===== src/rtl/cla_pkg.sv =====
// Shared types and constant helpers for the pipelined carry-lookahead add/subtract unit.
package cla_pkg;

  localparam int SAT_MAX_W = 256;

  typedef struct packed {
    logic valid;
    logic carry;
    logic sat_en;
  } stage_ctl_t;

  function automatic logic [SAT_MAX_W-1:0] max_pos(input int w);
    logic [SAT_MAX_W-1:0] r;
    r = '0;
    for (int i = 0; i < SAT_MAX_W; i++)
      if (i < w - 1) r[i] = 1'b1;
    return r;
  endfunction

  function automatic logic [SAT_MAX_W-1:0] max_neg(input int w);
    logic [SAT_MAX_W-1:0] r;
    r = '0;
    r[w-1] = 1'b1;
    return r;
  endfunction

  function automatic bit width_ok(input int w, input int b);
    return (b > 0) && (w >= b) && (w % b == 0) && (w <= SAT_MAX_W);
  endfunction

endpackage


===== src/rtl/cla_block.sv =====
// Combinational BLOCK-bit carry-lookahead group; every carry is a flat generate/propagate product.
module cla_block
  import cla_pkg::*;
#(
  parameter int BLOCK = 8
) (
  input  logic [BLOCK-1:0] x,
  input  logic [BLOCK-1:0] y,
  input  logic             c_in,
  output logic [BLOCK-1:0] s,
  output logic             c_out,
  output logic             c_msb
);

  logic [BLOCK-1:0] w_g;
  logic [BLOCK-1:0] w_p;
  logic [BLOCK:0]   w_c;

  assign w_g = x & y;
  assign w_p = x ^ y;

  always_comb begin
    logic cc;
    logic pp;
    w_c    = '0;
    w_c[0] = c_in;
    for (int i = 0; i < BLOCK; i++) begin
      cc = w_g[i];
      pp = w_p[i];
      for (int j = i - 1; j >= 0; j--) begin
        cc = cc | (pp & w_g[j]);
        pp = pp & w_p[j];
      end
      w_c[i+1] = cc | (pp & c_in);
    end
  end

  assign s     = w_p ^ w_c[BLOCK-1:0];
  assign c_out = w_c[BLOCK];
  assign c_msb = w_c[BLOCK-1];

endmodule


===== src/rtl/cla_pipe_adder.sv =====
// Pipelined add/subtract: one lookahead group per stage, carry rippling stage to stage,
// valid/ready stream handshake, optional signed saturation and an overflow event counter.
module cla_pipe_adder
  import cla_pkg::*;
#(
  parameter int WIDTH = 32,
  parameter int BLOCK = 8,
  parameter int CNT_W = 16
) (
  input  logic             clk,
  input  logic             rst_n,
  input  logic             in_valid,
  output logic             in_ready,
  input  logic [WIDTH-1:0] a,
  input  logic [WIDTH-1:0] b,
  input  logic             cin,
  input  logic             sub,
  input  logic             sat_en,
  output logic             out_valid,
  input  logic             out_ready,
  output logic [WIDTH-1:0] sum,
  output logic             cout,
  output logic             of,
  output logic [CNT_W-1:0] ovf_cnt,
  input  logic             cnt_clr
);

  localparam int L    = WIDTH / BLOCK;
  localparam int LAST = L - 1;
  localparam logic [WIDTH-1:0] SAT_POS = WIDTH'(max_pos(WIDTH));
  localparam logic [WIDTH-1:0] SAT_NEG = WIDTH'(max_neg(WIDTH));

  if (!width_ok(WIDTH, BLOCK)) begin : g_bad_cfg
    $error("cla_pipe_adder: WIDTH must be a non-zero multiple of BLOCK");
  end

  logic             r_out_valid;
  logic [WIDTH-1:0] r_sum;
  logic             r_cout;
  logic             r_of;
  logic [CNT_W-1:0] r_cnt;
  logic             w_adv;

  // The whole pipe shifts together; a stalled output freezes every stage.
  assign w_adv    = !r_out_valid | out_ready;
  assign in_ready = w_adv;

  for (genvar k = 0; k < L; k++) begin : g_st
    localparam int LO = k * BLOCK;
    localparam int HW = WIDTH - LO;

    logic [HW-1:0]       r_a;
    logic [HW-1:0]       r_b;
    stage_ctl_t          r_ctl;
    logic [BLOCK-1:0]    w_s;
    logic                w_co;
    logic                w_cm;
    logic [LO+BLOCK-1:0] w_res;

    cla_block #(.BLOCK(BLOCK)) u_blk (
      .x     (r_a[BLOCK-1:0]),
      .y     (r_b[BLOCK-1:0]),
      .c_in  (r_ctl.carry),
      .s     (w_s),
      .c_out (w_co),
      .c_msb (w_cm)
    );

    if (k == 0) begin : g_head
      // Stage 0 boundary: B is inverted and carry forced to 1 for subtract, so cin drops out.
      assign w_res = w_s;
      always_ff @(posedge clk or negedge rst_n) begin
        if (!rst_n) begin
          r_ctl <= '0;
        end else if (w_adv) begin
          r_ctl.valid  <= in_valid;
          r_ctl.carry  <= sub | cin;
          r_ctl.sat_en <= sat_en;
        end
      end
      always_ff @(posedge clk) begin
        if (w_adv) begin
          r_a <= a;
          r_b <= sub ? ~b : b;
        end
      end
    end else begin : g_body
      // Stage k boundary: finished low slices and untouched high operand slices move on together.
      logic [LO-1:0] r_lo;
      assign w_res = {w_s, r_lo};
      always_ff @(posedge clk or negedge rst_n) begin
        if (!rst_n) begin
          r_ctl <= '0;
        end else if (w_adv) begin
          r_ctl.valid  <= g_st[k-1].r_ctl.valid;
          r_ctl.carry  <= g_st[k-1].w_co;
          r_ctl.sat_en <= g_st[k-1].r_ctl.sat_en;
        end
      end
      always_ff @(posedge clk) begin
        if (w_adv) begin
          r_a  <= g_st[k-1].r_a[HW+BLOCK-1:BLOCK];
          r_b  <= g_st[k-1].r_b[HW+BLOCK-1:BLOCK];
          r_lo <= g_st[k-1].w_res;
        end
      end
    end

    if (k != LAST) begin : g_mid
      logic w_cm_unused;
      assign w_cm_unused = w_cm;
    end
  end

  logic [WIDTH-1:0] w_raw;
  logic [WIDTH-1:0] w_res_sat;
  logic             w_last_vld;
  logic             w_of;
  logic             w_a_msb;

  assign w_raw      = g_st[LAST].w_res;
  assign w_last_vld = g_st[LAST].r_ctl.valid;
  assign w_of       = g_st[LAST].w_cm ^ g_st[LAST].w_co;
  assign w_a_msb    = g_st[LAST].r_a[BLOCK-1];
  assign w_res_sat  = (g_st[LAST].r_ctl.sat_en & w_of) ? (w_a_msb ? SAT_NEG : SAT_POS) : w_raw;

  // Output boundary: data only loads for real beats, so bubbles never disturb the held result.
  always_ff @(posedge clk or negedge rst_n) begin
    if (!rst_n) begin
      r_out_valid <= 1'b0;
      r_sum       <= '0;
      r_cout      <= 1'b0;
      r_of        <= 1'b0;
    end else if (w_adv) begin
      r_out_valid <= w_last_vld;
      if (w_last_vld) begin
        r_sum  <= w_res_sat;
        r_cout <= g_st[LAST].w_co;
        r_of   <= w_of;
      end
    end
  end

  always_ff @(posedge clk or negedge rst_n) begin
    if (!rst_n) begin
      r_cnt <= '0;
    end else if (cnt_clr) begin
      r_cnt <= '0;
    end else if (r_out_valid & out_ready & r_of & ~&r_cnt) begin
      r_cnt <= r_cnt + CNT_W'(1);
    end
  end

  assign out_valid = r_out_valid;
  assign sum       = r_sum;
  assign cout      = r_cout;
  assign of        = r_of;
  assign ovf_cnt   = r_cnt;

endmodule


===== config.mk =====
export PLATFORM = sky130hd
export DESIGN_NAME = cla_pipe_adder
export DESIGN_NICKNAME = d
export VERILOG_FILES = /design/src/rtl/cla_pkg.sv /design/src/rtl/cla_block.sv /design/src/rtl/cla_pipe_adder.sv
export SDC_FILE = /design/constraint.sdc
export NUM_CORES = 1
export LEC_CHECK = 0
export CORE_UTILIZATION = 40
export CTS_CLUSTER_SIZE = 24
export DETAILED_ROUTE_END_ITERATION = 10
export PLACE_DENSITY_LB_ADDON = 0.25
export RECOVER_POWER = 50
export SLEW_MARGIN = 40
export SYNTH_ARGS = -nofsm -noshare
export SYNTH_HDL_FRONTEND = slang
export SYNTH_SLANG_ARGS = --single-unit

===== constraint.sdc =====
create_clock -name clk -period 10.9 [get_ports clk]
set_input_delay 1.09 -clock clk [delete_from_list [all_inputs] [get_ports clk]]
set_output_delay 1.09 -clock clk [all_outputs]
set_load 0.005 [all_outputs]

==> results of run 1 <==
-- state kept, by name (all words and copies together) (netlist names) --
signal / cells
cout: 1
g_st.r_ctl: 11
g_st.r_a: 80
ovf_cnt: 16
out_valid: 1
g_st.g_body.r_lo: 48
of: 1
w_last_vld: 1
sum: 32
g_st.r_b: 80
-- worst max-delay path, cell delays in order --
cell and delay, ps:
dlygate4sd3_1 560, nand2b_1 530, clkbuf_1 2670, nand2_2 1220
a21o_1 470, o22a_1 200
-- how the worst min path moves through the flow --
stage / start / end / slack [ps] / cells after the start
after CTS: g_st[2].r_a[15]$_DFFE_PN_ / g_st[3].r_a[7]$_DFFE_PN_ / 410 / 0
after global routing: g_st[2].r_a[15]$_DFFE_PN_ / g_st[3].r_a[7]$_DFFE_PN_ / 410 / 0
after global placement: g_st[1].r_a[8]$_DFFE_PN_ / g_st[2].r_a[0]$_DFFE_PN_ / 400 / 0
after detailed placement: g_st[0].r_a[24]$_DFFE_PN_ / g_st[1].r_a[16]$_DFFE_PN_ / 400 / 0
after floorplan: g_st[0].r_a[8]$_DFFE_PN_ / g_st[1].r_a[0]$_DFFE_PN_ / 400 / 0
final: g_st[2].r_a[15]$_DFFE_PN_ / g_st[3].r_a[7]$_DFFE_PN_ / 410 / 0
-- area by class of cell --
type,count,area share
Sequential cell,271,0.596
Multi-Input combinational cell,343,0.198
Timing Repair Buffer,129,0.0977
Clock buffer,41,0.0618
Tap cell,335,0.0319
Clock inverter,12,0.0100
Inverter,16,0.00457
-- cell usage in the layout (no fill, tap or decap), types with 5 or more instances in the layout --
master,instances
edfxtp_1,208
clkdlybuf4s50_1,88
xnor2_1,21
o22a_1,5
ha_1,33
and3_1,5
nand2_1,65
o211ai_2,19
nand2b_1,7
xor2_1,49
clkbuf_16,29
o21ai_0,13
nor2_1,35
dlygate4sd3_1,33
mux2_2,8
dfrtp_1,63
inv_1,16
and4_1,6
o211ai_1,5
clkbuf_1,11
nor3_1,6
a21oi_1,9
nand3_1,6
-- power by group --
group	internal, mW	switching [mW]	total (mW)
logic	0.451	0.526	0.977
registers	1.57	0.136	1.71
clock network	0.567	0.379	0.946
total	2.59	1.04	3.63
-- kinds of logic (layout without fill, tap and decap cells) --
logic type,count (synthesis),count (layout),synth area share
flip-flops,271,271,0.736
AND/OR/NAND/NOR,143,143,0.0620
AO/OA/AOI/OAI,84,84,0.0729
XOR/XNOR,70,70,0.0577
adder cells (fa/ha/maj),37,37,0.0464
buffers and inverters,36,198,0.0155
multiplexers,9,9,0.00942
-- layer usage --
layer | wire [µm] | vias up | GRT usage
met3 | 846 | 32 | 0.0264
met2 | 8900 | 148 | 0.236
li1 | - | 2674 | -
met1 | 7430 | 2732 | 0.165
met5 | 0 | - | 0
met4 | 509 | 0 | 0.0471
-- per-stage QoR --
stage	cell area (µm²)	utilization
after global placement	12200	0.468
after detailed placement	12200	0.470
after global routing	13100	0.504
after floorplan	10600	-
after CTS	13200	0.506
final	13100	0.504
==> results_dict.tcl, run 1 <==
set metrics [dict create \
    outcome "complete, but fails checks" \
    failed_checks "capacitance limit, slew limit" \
    synth_edf_count 208 \
    start_kind "input pin" \
    antenna_cells 0 \
    grtUsageTotal 0.134 \
    die_width_um 165 \
    powerDensity_mw_per_mm2 277 \
    crit_required_ps 11320 \
    final_layout_size_suffix_gt1_frac 0.105 \
    hold_viol_final 0 \
    syn_nets 759 \
    cts.sinks 271 \
    synth_top_area_frac 0.588 \
    core.rowCount 59 \
    io_pins 124 \
    hold_slack_ps 406 \
    yosysSeqAreaShare 0.736 \
    finalSetupViolations 0 \
    syn_area_mm2 0.0106 \
    min_period_ps 6350 \
    avgViaCountPerCell 4.87 \
    antenna_found_initial 0 \
    rrSetupSlack_ps 5310 \
    hold_class "register to register" \
    cp-end-kind "register" \
    p_leak_nw 5.06 \
    numCtsBuffers 29 \
    cp-startpoint "out_ready" \
    report.power.total_mw 3.63 \
    grt_pass1_wl_mm 28.6 \
    drv_slew 171 \
    synth_cell_types 51 \
    yosys-top-cells-area "edfxtp_1 59%, dfrtp_1 15%, xor2_1 4.0%" \
    grt_max_degree 79 \
    synthTopCellsByCount "208 x edfxtp_1, 66 x nand2_1, 63 x dfrtp_1, 49 x xor2_1, 35 x nor2_1" \
    post-route-period-util 0.582 \
    synthCells 650 \
    cts-resized-gates 0 \
    dp.final_hpwl_mm 12.0 \
    regArea_mm2 0.00782 \
    drt_wl_total_mm 17.7 \
    stdcell_count 1147 \
    yosysWarningCount 0 \
    r2r-start "out_valid$_DFFE_PN0N_" \
    synthFlopType "edfxtp_1" \
    die_y_um 165 \
    h-tree-depth 1 \
    syn_avg_cell_area_um2 16.4 \
    fillers 2181 \
    setup_ws_ps 4550 \
    area_growth_pct 23.5 \
    multi_input_area_mm2 0.00260 \
    r2r_cells 5 \
    cp-endpoint "sum[28]$_DFFE_PN0P_" \
    worst_pin_slew_ps 3710 \
    dp_cells 1094 \
    arrival_ps 6760 \
    drt_iter0_markers 413 \
    root_buffer "clkbuf_16" \
    die-area_mm2 0.0272 \
    route.detailed.drc 0 \
    peakVddDrop_v 0.000127 \
    cap_violations 3 \
    crit_type "input pin to register" \
    via_count 5586 \
    firstDrtPassIters 4 \
    nNetsFinal 899 \
    pre_cts_slack_ps 6940 \
    relSlewSlack -1.48 \
    synth_area_leader_cell "edfxtp_1" \
    fmax_mhz 158 \
    portBuffers 123 \
    clk_latency_ps 550 \
    rsz0062_at_grt "no" \
    ctsHoldBuffers 0 \
    r2r-end "sum[28]$_DFFE_PN0P_" \
    grt_pass1_vias 5730 \
    clk_pin_slew_ps 60 \
    synth.most_common_cell "edfxtp_1" \
    crit_fanout 72 \
    place.gp.congestion 0.795 \
    finalClockSkew_ps 17.6 \
    gr-total-overflow 0 \
    core_area_mm2 0.0261 \
    detail-route-antenna-nets 0 \
    async_flop_share 0.232 \
    cts_setup_buffers 0 \
    cts_tree "built" \
    tns_ps 0 \
    synth_seq_cells 271 \
    start_util 0.408 \
    max-clock-path-buffers 3 \
    wl_per_cell_um 15.4 \
]
Note: power is estimated with default switching activity, not from simulation.
==> run 2: changes to the inputs <==
- clock period: 10.9 -> 5.59 ns (I/O delays scaled with it)
==> results_dict.tcl, run 2 (synthesis gave the netlist of run 1 again) <==
set metrics [dict create \
    outcome "complete, but fails checks" \
    failed_checks "capacitance limit, slew limit" \
    clk_latency_ps 520 \
    worst_pin_slew_ps 3550 \
    finalSetupViolations 0 \
    p_leak_nw 5.06 \
    finalClockSkew_ps 6.10 \
    grt_max_degree 87 \
    drt_wl_total_mm 17.6 \
    cts_tree "built" \
    h-tree-depth 1 \
    crit_type "input pin to asynchronous set/reset pin" \
    p_int_mw 5.00 \
    hold_viol_final 0 \
    die_y_um 165 \
    fmax_mhz 309 \
    firstDrtPassIters 4 \
    area_growth_pct 23.4 \
    crit_fanout 63 \
    tns_ps 0 \
    min_period_ps 3240 \
    avgViaCountPerCell 4.82 \
    cp-endpoint "g_st[1].r_ctl[1]$_DFFE_PN0N_" \
    rrSetupSlack_ps 2800 \
    crit_required_ps 5410 \
    detail-route-antenna-nets 0 \
    r2r-start "g_st[3].r_a[4]$_DFFE_PN_" \
    io_pins 124 \
    path_depth 1 \
    max-clock-path-buffers 3 \
    final_common_cell "edfxtp_1" \
    nNetsFinal 897 \
    via_count 5510 \
    peakVddDrop_v 0.000221 \
    start_kind "input pin" \
    cts_setup_buffers 0 \
    wl_per_cell_um 15.4 \
    hold_start "g_st[1].r_b[9]$_DFFE_PN_" \
    cp_slowest_cell "clkbuf_1" \
    cap_violations 2 \
    antenna_cells 0 \
    setup_ws_ps 2350 \
    root_buffer "clkbuf_16" \
    place.gp.congestion 0.841 \
    cpPeakStageDelay_ps 2460 \
    final_layout_size_suffix_gt1_frac 0.110 \
    final_cell_area_mm2 0.0131 \
    switching_share 0.286 \
    drv_slew 98 \
    cts-resized-gates 0 \
    r2r-end "sum[30]$_DFFE_PN0P_" \
    seqPwrFrac 0.474 \
    rsz0062_at_grt "no" \
    fillers 2193 \
    die-area_mm2 0.0272 \
    cp-startpoint "rst_n" \
    core_area_mm2 0.0261 \
    core.rowCount 59 \
    path_cells "clkbuf_1" \
    gr-total-overflow 0 \
    numCtsBuffers 28 \
    cp-end-kind "asynchronous set/reset pin" \
    relSlewSlack -1.37 \
    antenna_found_initial 1 \
    grt_pass1_wl_mm 28.1 \
    clk_pin_slew_ps 60 \
    cts.sinks 271 \
    start_util 0.408 \
    pre_cts_slack_ps 2530 \
    drt_iter0_markers 351 \
    layout_common_cells "208 x edfxtp_1, 88 x clkdlybuf4s50_1, 65 x nand2_1, 63 x dfrtp_1, 49 x xor2_1" \
    post-route-period-util 0.580 \
    place_area_mm2 0.0122 \
    cpLargestDelayFamily "buffers and inverters" \
    ctsHoldBuffers 0 \
    grt_pass1_vias 5739 \
    hold_depth 0 \
    arrival_ps 3060 \
    dp.final_hpwl_mm 11.4 \
    p_comb_frac 0.269 \
    hold_class "register to register" \
    r2r_cells 8 \
    clkPwrFrac 0.257 \
    top_regs "g_st.r_a x80, g_st.r_b x80, g_st.g_body.r_lo x48" \
    powerDensity_mw_per_mm2 533 \
    portBuffers 123 \
    route.detailed.drc 0 \
    crit_buf_inv 1 \
    die_width_um 165 \
    p_sw_mw 2.00 \
    grtUsageTotal 0.132 \
]
[run 2: changes by cell type in the layout (fill, tap and decap cells not counted), moves of 2 or more]
cell,delta
clkbuf_1,-4
o41ai_1,-3
clkinv_1,+2
buf_4,+3
o41ai_2,+3
buf_8,-2
[run 2: layout make-up]
cell class	count	area (µm²)	area share
sequential	271	7820	0.596
inverter	16	60.1	0.00458
timing repair buffer	128	1260	0.0961
tap	335	419	0.0320
clock inverter	14	120	0.00916
multi-input combinational	343	2650	0.202
clock buffer	37	786	0.0599
[run 2: worst min path at each step]
stage	endpoint	slack, ps
after floorplan	cout$_DFFE_PN0P_	260
after global placement	g_st[3].g_body.r_lo[3]$_DFFE_PN_	400
after detailed placement	g_st[1].r_a[10]$_DFFE_PN_	400
after CTS	ovf_cnt[4]$_DFFE_PN0P_	150
after global routing	g_st[2].g_body.r_lo[7]$_DFFE_PN_	420
final	g_st[2].r_b[1]$_DFFE_PN_	410
[run 2: power by group through the flow]
stage | Combinational, mW | Clock (mW) | Sequential (mW)
3_3_place_gp | 1.82 | 0 | 3.33
4_1_cts | 1.92 | 1.85 | 3.33
2_1_floorplan | 1.27 | 0 | 3.31
5_1_grt | 2.11 | 1.92 | 3.38
6_report | 1.88 | 1.80 | 3.31
3_5_place_dp | 1.90 | 0 | 3.36
[run 2: layer usage]
| metal | GRT usage | up-vias | share of wire |
|---|---|---|---|
| li1 | - | 2668 | - |
| met4 | 0.0367 | 0 | 0.020 |
| met1 | 0.158 | 2682 | 0.42 |
| met3 | 0.0324 | 27 | 0.060 |
| met2 | 0.235 | 133 | 0.50 |
| met5 | 0 | - | 0 |
[run 2: per-stage QoR]
step,hold slack (ps),util,total power [mW],instances
3_3_place_gp,401,0.469,5.16,1093
2_1_floorplan,263,-,4.59,650
4_1_cts,154,0.504,7.09,1144
5_1_grt,419,0.503,7.41,1144
6_report,412,0.503,7.00,1144
3_5_place_dp,405,0.469,5.26,1093
==> run 3: changes to the inputs <==
- clock period: 5.59 -> 3.1 ns (I/O delays scaled with it)
==> results_dict.tcl, run 3 (synthesis gave the netlist of run 1 again) <==
set metrics [dict create \
    portBuffers 123 \
    cts_tree "built" \
    final_common_cell "edfxtp_1" \
    p_sw_mw 3.62 \
    io_pins 124 \
    detail-route-antenna-nets 0 \
    avgViaCountPerCell 4.87 \
    clk_latency_ps 530 \
    nNetsFinal 902 \
    dp.final_hpwl_mm 11.9 \
    die-area_mm2 0.0272 \
    finalSetupViolations 0 \
    antenna_found_initial 0 \
    min_to "g_st[0].r_a[18]$_DFFE_PN_" \
    met2_usage 0.234 \
    crit_required_ps 3560 \
    pre_cts_slack_ps 416 \
    grtUsageTotal 0.135 \
    clkPwrFrac 0.269 \
    rrSetupSlack_ps 400 \
    start_kind "register" \
    die_width_um 165 \
    peakVddDrop_v 0.000477 \
    die_y_um 165 \
    drt_iter0_markers 332 \
    report.power.total_mw 12.9 \
    powerDensity_mw_per_mm2 972 \
    r2r-start "g_st[3].r_a[4]$_DFFE_PN_" \
    gr-total-overflow 0 \
    cap_violations 2 \
    firstDrtPassIters 4 \
    grt_pass1_wl_mm 28.8 \
    p_int_mw 9.26 \
    finalClockSkew_ps 9.27 \
    crit_fanout 23 \
    top_regs "g_st.r_a x80, g_st.r_b x80, g_st.g_body.r_lo x48" \
    fmax_mhz 371 \
    switching_share 0.281 \
    numCtsBuffers 28 \
    min_period_ps 2700 \
    grt_max_degree 88 \
    area_growth_pct 24.6 \
    layout_common_cells "208 x edfxtp_1, 89 x clkdlybuf4s50_1, 66 x nand2_1, 63 x dfrtp_1, 49 x xor2_1" \
    root_buffer "clkbuf_16" \
    final_layout_size_suffix_gt1_frac 0.119 \
    seqPwrFrac 0.464 \
    grt_pass1_vias 5752 \
    h-tree-depth 1 \
    p_comb_frac 0.267 \
    relSlewSlack -0.558 \
    rsz0062_at_grt "no" \
    antenna_cells 0 \
    clk_pin_slew_ps 60 \
    use_met1 0.165 \
    hold_start "a[18]" \
    outcome "complete, but fails checks" \
    hold_depth 1 \
    place.gp.congestion 0.836 \
    r2r_cells 8 \
    max-clock-path-buffers 3 \
    p_leak_nw 5.13 \
    hold_class "input pin to register" \
    cp-end-kind "register" \
    tns_ps 0 \
    via_count 5598 \
    post-route-period-util 0.870 \
    drt_wl_total_mm 17.8 \
    drv_slew 98 \
    hold_slack_ps 406 \
    wl_per_cell_um 15.5 \
    arrival_ps 3150 \
    crit_type "register to register" \
    worst_pin_slew_ps 2340 \
    start_util 0.408 \
    route.detailed.drc 0 \
    cts.sinks 271 \
    grt_use_met3 0.0321 \
    hold_viol_final 0 \
    top_usage_layer "met2" \
    core.rowCount 59 \
    setup_ws_ps 404 \
    cts-resized-gates 0 \
    core_area_mm2 0.0261 \
    failed_checks "capacitance limit, slew limit" \
    r2r-end "sum[25]$_DFFE_PN0P_" \
]
run 3: metrics by stage:
| stage | util | instances | instance area [µm²] |
|---|---|---|---|
| 2_1_floorplan | - | 650 | 10600 |
| 6_report | 0.508 | 1150 | 13200 |
| 4_1_cts | 0.509 | 1150 | 13300 |
| 5_1_grt | 0.508 | 1150 | 13200 |
| 3_5_place_dp | 0.471 | 1097 | 12300 |
| 3_3_place_gp | 0.471 | 1097 | 12300 |
run 3: worst max-delay path by stage:
stage	slack, ps	startpoint	cells after the start	to
4_1_cts	390	g_st[3].r_a[0]$_DFFE_PN_	8	sum[28]$_DFFE_PN0P_
2_1_floorplan	390	out_valid$_DFFE_PN0N_	4	g_st[1].r_ctl[1]$_DFFE_PN0N_
6_report	400	g_st[3].r_a[4]$_DFFE_PN_	8	sum[25]$_DFFE_PN0P_
3_5_place_dp	420	g_st[3].r_a[0]$_DFFE_PN_	8	sum[28]$_DFFE_PN0P_
3_3_place_gp	530	g_st[3].r_a[0]$_DFFE_PN_	8	sum[30]$_DFFE_PN0P_
5_1_grt	240	g_st[3].r_a[0]$_DFFE_PN_	8	sum[28]$_DFFE_PN0P_
run 3: timing repair:
action | in CTS | in global routing
hold buffers | 1 | 0
setup buffers | 0 | 0
hold endpoints to repair | 63 | 0
run 3: power groups by stage:
stage | sequential, mW | combinational (mW) | clock, mW
detailed placement | 6.06 | 3.51 | 0
CTS | 6.00 | 3.52 | 3.56
floorplan | 5.93 | 2.30 | 0
global placement | 6.00 | 3.37 | 0
finish | 5.98 | 3.44 | 3.46
global route | 6.10 | 3.85 | 3.70
run 3: final cells by class:
class,count,area [µm²]
Timing Repair Buffer,133,1320
Sequential cell,271,7820
Fill cell,2107,12800
Inverter,16,60.1
Tap cell,335,419
Multi-Input combinational cell,343,2640
Clock buffer,42,856
Clock inverter,10,125
run 3: critical path, cell delays in order, from the launching register on:
cell and delay (ps):
edfxtp_1 370, ha_1 360, and2_4 190, a221o_1 380, a211o_1 340, a31oi_4 230, buf_4 340, a21o_1 260
o22a_1 170
run 3: layer usage:
metal | vias to the layer above | share of wire
li1 | 2682 | -
met1 | 2740 | 0.42
met2 | 140 | 0.50
met3 | 36 | 0.061
met4 | 0 | 0.022
met5 | - | 0
